### config.mk
export PLATFORM = sky130hd
export DESIGN_NAME = ddr_mem_tester
export DESIGN_NICKNAME = d
export VERILOG_FILES = /design/src/rtl/ddr_mem_tester.sv
export SDC_FILE = /design/constraint.sdc
export NUM_CORES = 1
export LEC_CHECK = 0
export BUFFER_PORTS_ARGS = -buffer_cell sky130_fd_sc_hd__buf_2
export CAP_MARGIN = 10
export CELL_PAD_IN_SITES_DETAIL_PLACEMENT = 1
export CELL_PAD_IN_SITES_GLOBAL_PLACEMENT = 2
export CORE_UTILIZATION = 33
export DETAILED_ROUTE_END_ITERATION = 10
export GPL_TIMING_DRIVEN = 0
export HOLD_SLACK_MARGIN = 0.06
export MAX_ROUTING_LAYER = met4
export PLACE_DENSITY = 0.86
export SETUP_SLACK_MARGIN = 0.5
export SYNTH_ARGS = -nofsm -noshare
export SYNTH_HDL_FRONTEND = slang
export SYNTH_SLANG_ARGS = --single-unit
### constraint.sdc
create_clock -name clk -period 3 [get_ports clk]
set_input_delay 0.3 -clock clk [delete_from_list [all_inputs] [get_ports clk]]
set_output_delay 0.3 -clock clk [all_outputs]
set_load 0.01 [all_outputs]
### src/rtl/ddr_mem_tester.sv
// ddr_mem_tester: write-then-read pattern test over a word-address range
// on the SRAM-like port of a DDR3 wrapper. Each write or read is a
// request/release handshake on i_ready. Read data is compared against the
// same address-derived pattern. Mismatches are counted and the first failing
// address is recorded. A per-state watchdog stops the run if the port stalls.
module ddr_mem_tester #(
    parameter int          ADDR_W  = 24,
    parameter logic [15:0] SEED    = 16'hA5C3,
    parameter int          TIMEOUT = 4096
) (
    input  logic              clk,
    input  logic              i_rst_n,
    input  logic              i_start,
    input  logic              i_calib_done,
    input  logic [ADDR_W-1:0] i_first,
    input  logic [ADDR_W-1:0] i_last,
    output logic [31:0]       o_Addr,
    output logic              o_CS,
    output logic              o_WE,
    output logic              o_L,
    output logic              o_U,
    output logic [15:0]       o_WR,
    input  logic [15:0]       i_RD,
    input  logic              i_ready,
    output logic              o_busy,
    output logic              o_done,
    output logic              o_pass,
    output logic              o_timeout,
    output logic [15:0]       o_err_cnt,
    output logic [ADDR_W-1:0] o_first_err_addr
);

    localparam int TW = $clog2(TIMEOUT + 1);

    typedef enum logic [2:0] {
        S_IDLE,
        S_WAIT_CAL,
        S_WR_REQ,
        S_WR_REL,
        S_RD_REQ,
        S_RD_REL,
        S_DONE
    } state_t;

    state_t            state, nxt_state;
    logic [ADDR_W-1:0] addr, first_r, last_r;
    logic [TW-1:0]     tmo_cnt;
    logic              tmo_hit, in_xfer;
    logic              bad_range;

    // strobes from the FSM to the datapath registers
    logic start_run, addr_ld_first, addr_inc, rd_cmp, set_tmo;

    // Pattern: low half of the address, folded with the upper bits, XOR seed.
    // The address is zero-extended to 32 bits so upper bits above ADDR_W fold in as zero.
    function automatic logic [15:0] pattern(input logic [ADDR_W-1:0] a);
        logic [31:0] a32;
        a32 = 32'(a);
        return a32[15:0] ^ a32[31:16] ^ SEED;
    endfunction

    assign in_xfer = (state == S_WR_REQ) || (state == S_WR_REL) ||
                     (state == S_RD_REQ) || (state == S_RD_REL);
    assign tmo_hit = in_xfer && (tmo_cnt == TW'(TIMEOUT - 1));

    // State register
    always_ff @(posedge clk or negedge i_rst_n) begin
        if (!i_rst_n) state <= S_IDLE;
        else          state <= nxt_state;
    end

    // Next-state logic, datapath strobes and the memory-port outputs
    always_comb begin
        nxt_state     = state;
        start_run     = 1'b0;
        addr_ld_first = 1'b0;
        addr_inc      = 1'b0;
        rd_cmp        = 1'b0;
        set_tmo       = 1'b0;
        o_CS          = 1'b0;
        o_WE          = 1'b0;
        o_WR          = 16'h0000;
        o_busy        = 1'b0;
        o_done        = 1'b0;
        case (state)
            S_IDLE, S_DONE: begin
                o_done = (state == S_DONE);
                if (i_start) begin
                    start_run = 1'b1;
                    nxt_state = (i_first > i_last) ? S_DONE : S_WAIT_CAL;
                end
            end
            S_WAIT_CAL: begin
                o_busy = 1'b1;
                if (i_calib_done) nxt_state = S_WR_REQ;
            end
            S_WR_REQ: begin
                o_busy = 1'b1;
                o_CS   = 1'b1;
                o_WE   = 1'b1;
                o_WR   = pattern(addr);
                if (i_ready) begin
                    nxt_state = S_WR_REL;
                end else if (tmo_hit) begin
                    set_tmo   = 1'b1;
                    nxt_state = S_DONE;
                end
            end
            S_WR_REL: begin
                o_busy = 1'b1;
                o_WR   = pattern(addr);
                if (!i_ready) begin
                    if (addr == last_r) begin
                        addr_ld_first = 1'b1;
                        nxt_state     = S_RD_REQ;
                    end else begin
                        addr_inc  = 1'b1;
                        nxt_state = S_WR_REQ;
                    end
                end else if (tmo_hit) begin
                    set_tmo   = 1'b1;
                    nxt_state = S_DONE;
                end
            end
            S_RD_REQ: begin
                o_busy = 1'b1;
                o_CS   = 1'b1;
                if (i_ready) begin
                    rd_cmp    = 1'b1;
                    nxt_state = S_RD_REL;
                end else if (tmo_hit) begin
                    set_tmo   = 1'b1;
                    nxt_state = S_DONE;
                end
            end
            S_RD_REL: begin
                o_busy = 1'b1;
                if (!i_ready) begin
                    if (addr == last_r) begin
                        nxt_state = S_DONE;
                    end else begin
                        addr_inc  = 1'b1;
                        nxt_state = S_RD_REQ;
                    end
                end else if (tmo_hit) begin
                    set_tmo   = 1'b1;
                    nxt_state = S_DONE;
                end
            end
            default: nxt_state = S_IDLE;
        endcase
    end

    assign o_L    = o_CS;
    assign o_U    = o_CS;
    assign o_Addr = 32'(addr);
    assign o_pass = o_done && !bad_range && !o_timeout && (o_err_cnt == 16'h0000);

    // Watchdog: restarts on every state change, counts only while a transfer is pending
    always_ff @(posedge clk or negedge i_rst_n) begin
        if (!i_rst_n)                           tmo_cnt <= '0;
        else if (nxt_state != state || !in_xfer) tmo_cnt <= '0;
        else                                     tmo_cnt <= tmo_cnt + 1'b1;
    end

    // Address counter and the latched test range
    always_ff @(posedge clk or negedge i_rst_n) begin
        if (!i_rst_n) begin
            addr    <= '0;
            first_r <= '0;
            last_r  <= '0;
        end else if (start_run) begin
            addr    <= i_first;
            first_r <= i_first;
            last_r  <= i_last;
        end else if (addr_ld_first) begin
            addr <= first_r;
        end else if (addr_inc) begin
            addr <= addr + 1'b1;
        end
    end

    // Result flags: error count, first failing address, timeout, empty range
    always_ff @(posedge clk or negedge i_rst_n) begin
        if (!i_rst_n) begin
            o_err_cnt        <= 16'h0000;
            o_first_err_addr <= '0;
            o_timeout        <= 1'b0;
            bad_range        <= 1'b0;
        end else if (start_run) begin
            o_err_cnt        <= 16'h0000;
            o_first_err_addr <= '0;
            o_timeout        <= 1'b0;
            bad_range        <= (i_first > i_last);
        end else begin
            if (set_tmo) o_timeout <= 1'b1;
            if (rd_cmp && (i_RD != pattern(addr))) begin
                if (o_err_cnt == 16'h0000)  o_first_err_addr <= addr;
                if (o_err_cnt != 16'hFFFF)  o_err_cnt        <= o_err_cnt + 16'h0001;
            end
        end
    end

endmodule

==> out/results.ini <==
[timing]
worst_pin_slew_ns=0.9105
setup_ws_ns=0.5070
fin_crit_sh_pct=83.10
finalMaxSlewViolations=0
hold_slack_ns=0.08652
setup_violations=0
fmax_ghz=0.4011
rsz0062_at_grt=yes
finClkSkew_ns=0.009770
max_slew_margin_pct=38.74
tns_ns=0
hold_violations=0
period_minus_slack_ns=2.493

[clock_network]
root_buffer=clkbuf_16
path_clk_slew_ns=0.06
clock_sinks=130
htreeDepth=4
cts_tree=yes
cts_buffers=17
clockBufferDepth=2
clk_latency_ns=0.44

[cells_and_area]
synthToLayoutAreaGrowth_pct=31.88
finalNonFillerCells=1451
multi_input_area_sq_mm=0.004449
final-seq-area_sq_mm=0.003257
drive_gt1_share_pct=30.30
fillers=2805
final_cell_mix=169 x buf_2, 130 x nand2_1, 127 x dfrtp_1
n_antenna_cell=0
fin_nets=1216
mostFrequentLayoutCell=buf_2

[logic_synthesis]
synth_cell_types=70
synth_top_family_by_area=simple AND/OR/NAND/NOR gates
ys_seq_area_share_pct=40.59
synthXorXnorAreaFrac_pct=7.541
synth.cell_area_sq_mm=0.008014
ys_ff_latch=130
synth_compound_area_share_pct=13.52
synth.avg_cell_area_sq_um=8.994
synth_fa_ha_area_share_pct=4.372
synthMuxAreaShare_pct=4.450
synth-async-reset-ratio_pct=100.0
synth_flop_cell=dfrtp_1
yosys.area_share.simple_pct=22.00
synth_edf_count=0
yosys_warnings=0
syn_inst=891

[power]
ir_worst_vdd_v=0.0003424
p_per_area_mw_per_mm2=865.2
p_leak_uw=0.005172

[floorplan]
coreArea_sq_mm=0.02361
die_h_microns=157.8
std_cell_rows=56
io_pins=165
start_util_pct=33.94
die-area_sq_mm=0.02491
die_x_microns=157.8

[min_path]
min_from=i_last[0]
min_path_type=primary input to flop

[outcome]
status=completed

[routing]
drc=0
ant_nets=0
drt_iter0_markers=524
drt_pre_antenna_iters=5
post_drt_wl_per_cell_microns=20.65
vias_per_cell=5.349
dr_total_vias=7761
routed_wl_mm=29.96

[critical_path]
crit_required_ns=3.30
cp-startpoint=addr[9]
end_kind=flop
cp.arrival_ns=2.80
cp-start-kind=flop
cp_max_fo=6
worstReg2RegStart=addr[9]
path_class=flop to flop

[global_routing]
grt_pass1_vias=7619
antenna_found_initial=0
grtUsageTotal_pct=24.85
grt_first_pass_wirelength_mm=44.44
overflow=0
grt_max_degree=77

[placement]
dp.cells=1374
portBuffers=156
dp_hpwl_mm=22.03
pre_cts_slack_ns=-0.2418
gp_routability_congestion=0.8517

[flow_run]
max_cap_violations=0

## kinds of logic after synthesis
group                      Yosys count
buffers and inverters              121
other                                1
adders and majority gates           28
AOI/OAI and AO/OA                  159
xor gates and xnor gates            69
DFF                                130
and+or+nand+nor                    348
muxes                               35
## routing by layer
metal  vias to the layer above  part of all wire (%)  track usage (%)
li1                       3563                     -                -
met1                      3873                    45            33.33
met2                       271                    46            38.03
met3                        54                   6.0            3.559
met4                         0                   2.5            9.061
met5                         -                     0                -
## final cells by class
type	count	share of cell area, %
timing repair buffer	202	11.13
inverter	56	1.989
multi-input combinational	647	42.10
buffer	65	4.463
sequential	130	30.82
tap	319	3.776
clock buffer	20	4.226
clock inverter	12	1.503
## registers in the layout (all words and copies together), names as in the netlist
| signal | cells |
|---|---|
| tmo_cnt | 13 |
| bad_range | 1 |
| state | 3 |
| o_err_cnt | 16 |
| addr | 24 |
| first_r | 24 |
| o_timeout | 1 |
| last_r | 24 |
| o_first_err_addr | 24 |
## through the flow
step	utilization (%)	total power [uW]	cell area, sq um
floorplan	-	4983	8040
global placement	39.05	6210	9220
detailed placement	39.19	6328	9254
CTS	42.91	8773	10130
global route	44.76	9625	10570
finish	44.76	9144	10570
## cells in the mapped netlist, types with 3 or more instances
| library cell | instances | area share, % |
|---|---|---|
| nor2_1 | 53 | 2.5 |
| nand4_1 | 27 | 2.1 |
| buf_2 | 18 | 1.1 |
| nand2_1 | 132 | 6.2 |
| mux2_2 | 5 | 0.70 |
| o21ai_0 | 42 | 2.6 |
| clkbuf_1 | 15 | 0.70 |
| nor4_2 | 6 | 0.94 |
| nor4_1 | 12 | 0.94 |
| a2111oi_0 | 5 | 0.55 |
| xor2_1 | 44 | 4.8 |
| dfrtp_1 | 130 | 41 |
| or4_1 | 3 | 0.28 |
| mux2i_1 | 30 | 3.7 |
| and4_1 | 7 | 0.77 |
| or3_1 | 11 | 0.86 |
| xnor2_1 | 25 | 2.7 |
| buf_4 | 16 | 1.5 |
| and3_1 | 14 | 1.1 |
| nor2b_1 | 5 | 0.39 |
| a31oi_1 | 5 | 0.39 |
| a21o_1 | 12 | 1.1 |
| and2_1 | 16 | 1.2 |
| nand3_1 | 30 | 1.9 |
| o211ai_1 | 11 | 1.0 |
| ha_1 | 28 | 4.4 |
| a211oi_2 | 4 | 0.62 |
| a21oi_1 | 35 | 2.2 |
| a31o_2 | 4 | 0.44 |
| a32oi_1 | 3 | 0.33 |
| a311o_1 | 4 | 0.50 |
| a211oi_1 | 3 | 0.28 |
| o22ai_1 | 4 | 0.31 |
| buf_6 | 5 | 0.70 |
| nor3_1 | 15 | 0.94 |
| inv_1 | 56 | 2.6 |
| buf_1 | 7 | 0.33 |
| a221o_1 | 5 | 0.62 |
| a221oi_1 | 4 | 0.44 |
## report_power, final
group / internal (uW) / switching (uW) / leakage (uW) / total [uW]
sequential: 2310 / 437 / 0.00168 / 2750
combinational: 1690 / 2530 / 0.00321 / 4210
clock: 1330 / 856 / 0.000278 / 2190
## worst max-delay path, cell delays in order, from the launching register on
cell and delay, ns:
dfrtp_1 0.50, xor2_2 0.24, nor4_4 0.34, and2_4 0.21
buf_8 0.12, and3_4 0.19, buf_8 0.14, mux2_4 0.30
a221o_1 0.34
## worst paths after layout
kind                                 to  slack (ns)  cells past startpoint
max                            addr[20]        0.51                      8
min                           last_r[0]        0.09                      3
max reg2reg                    addr[20]        0.51                      8
min reg2reg                  first_r[0]        0.47                      2
max in group asynchronous  o_err_cnt[0]        1.79                      3
min in group asynchronous    last_r[13]        0.40                      2
## repair_timing
item / 4_1_cts / 5_1_grt
buffers inserted: 11 / 32
pin swaps: 9 / 20
hold endpoints to repair: 54 / 0
gates cloned: 0 / 1
resized for setup: 36 / 58
endpoints found under the setup margin: 118 / 80
hold buffers: 1 / 0
Note: power is estimated with default switching activity, not from simulation.
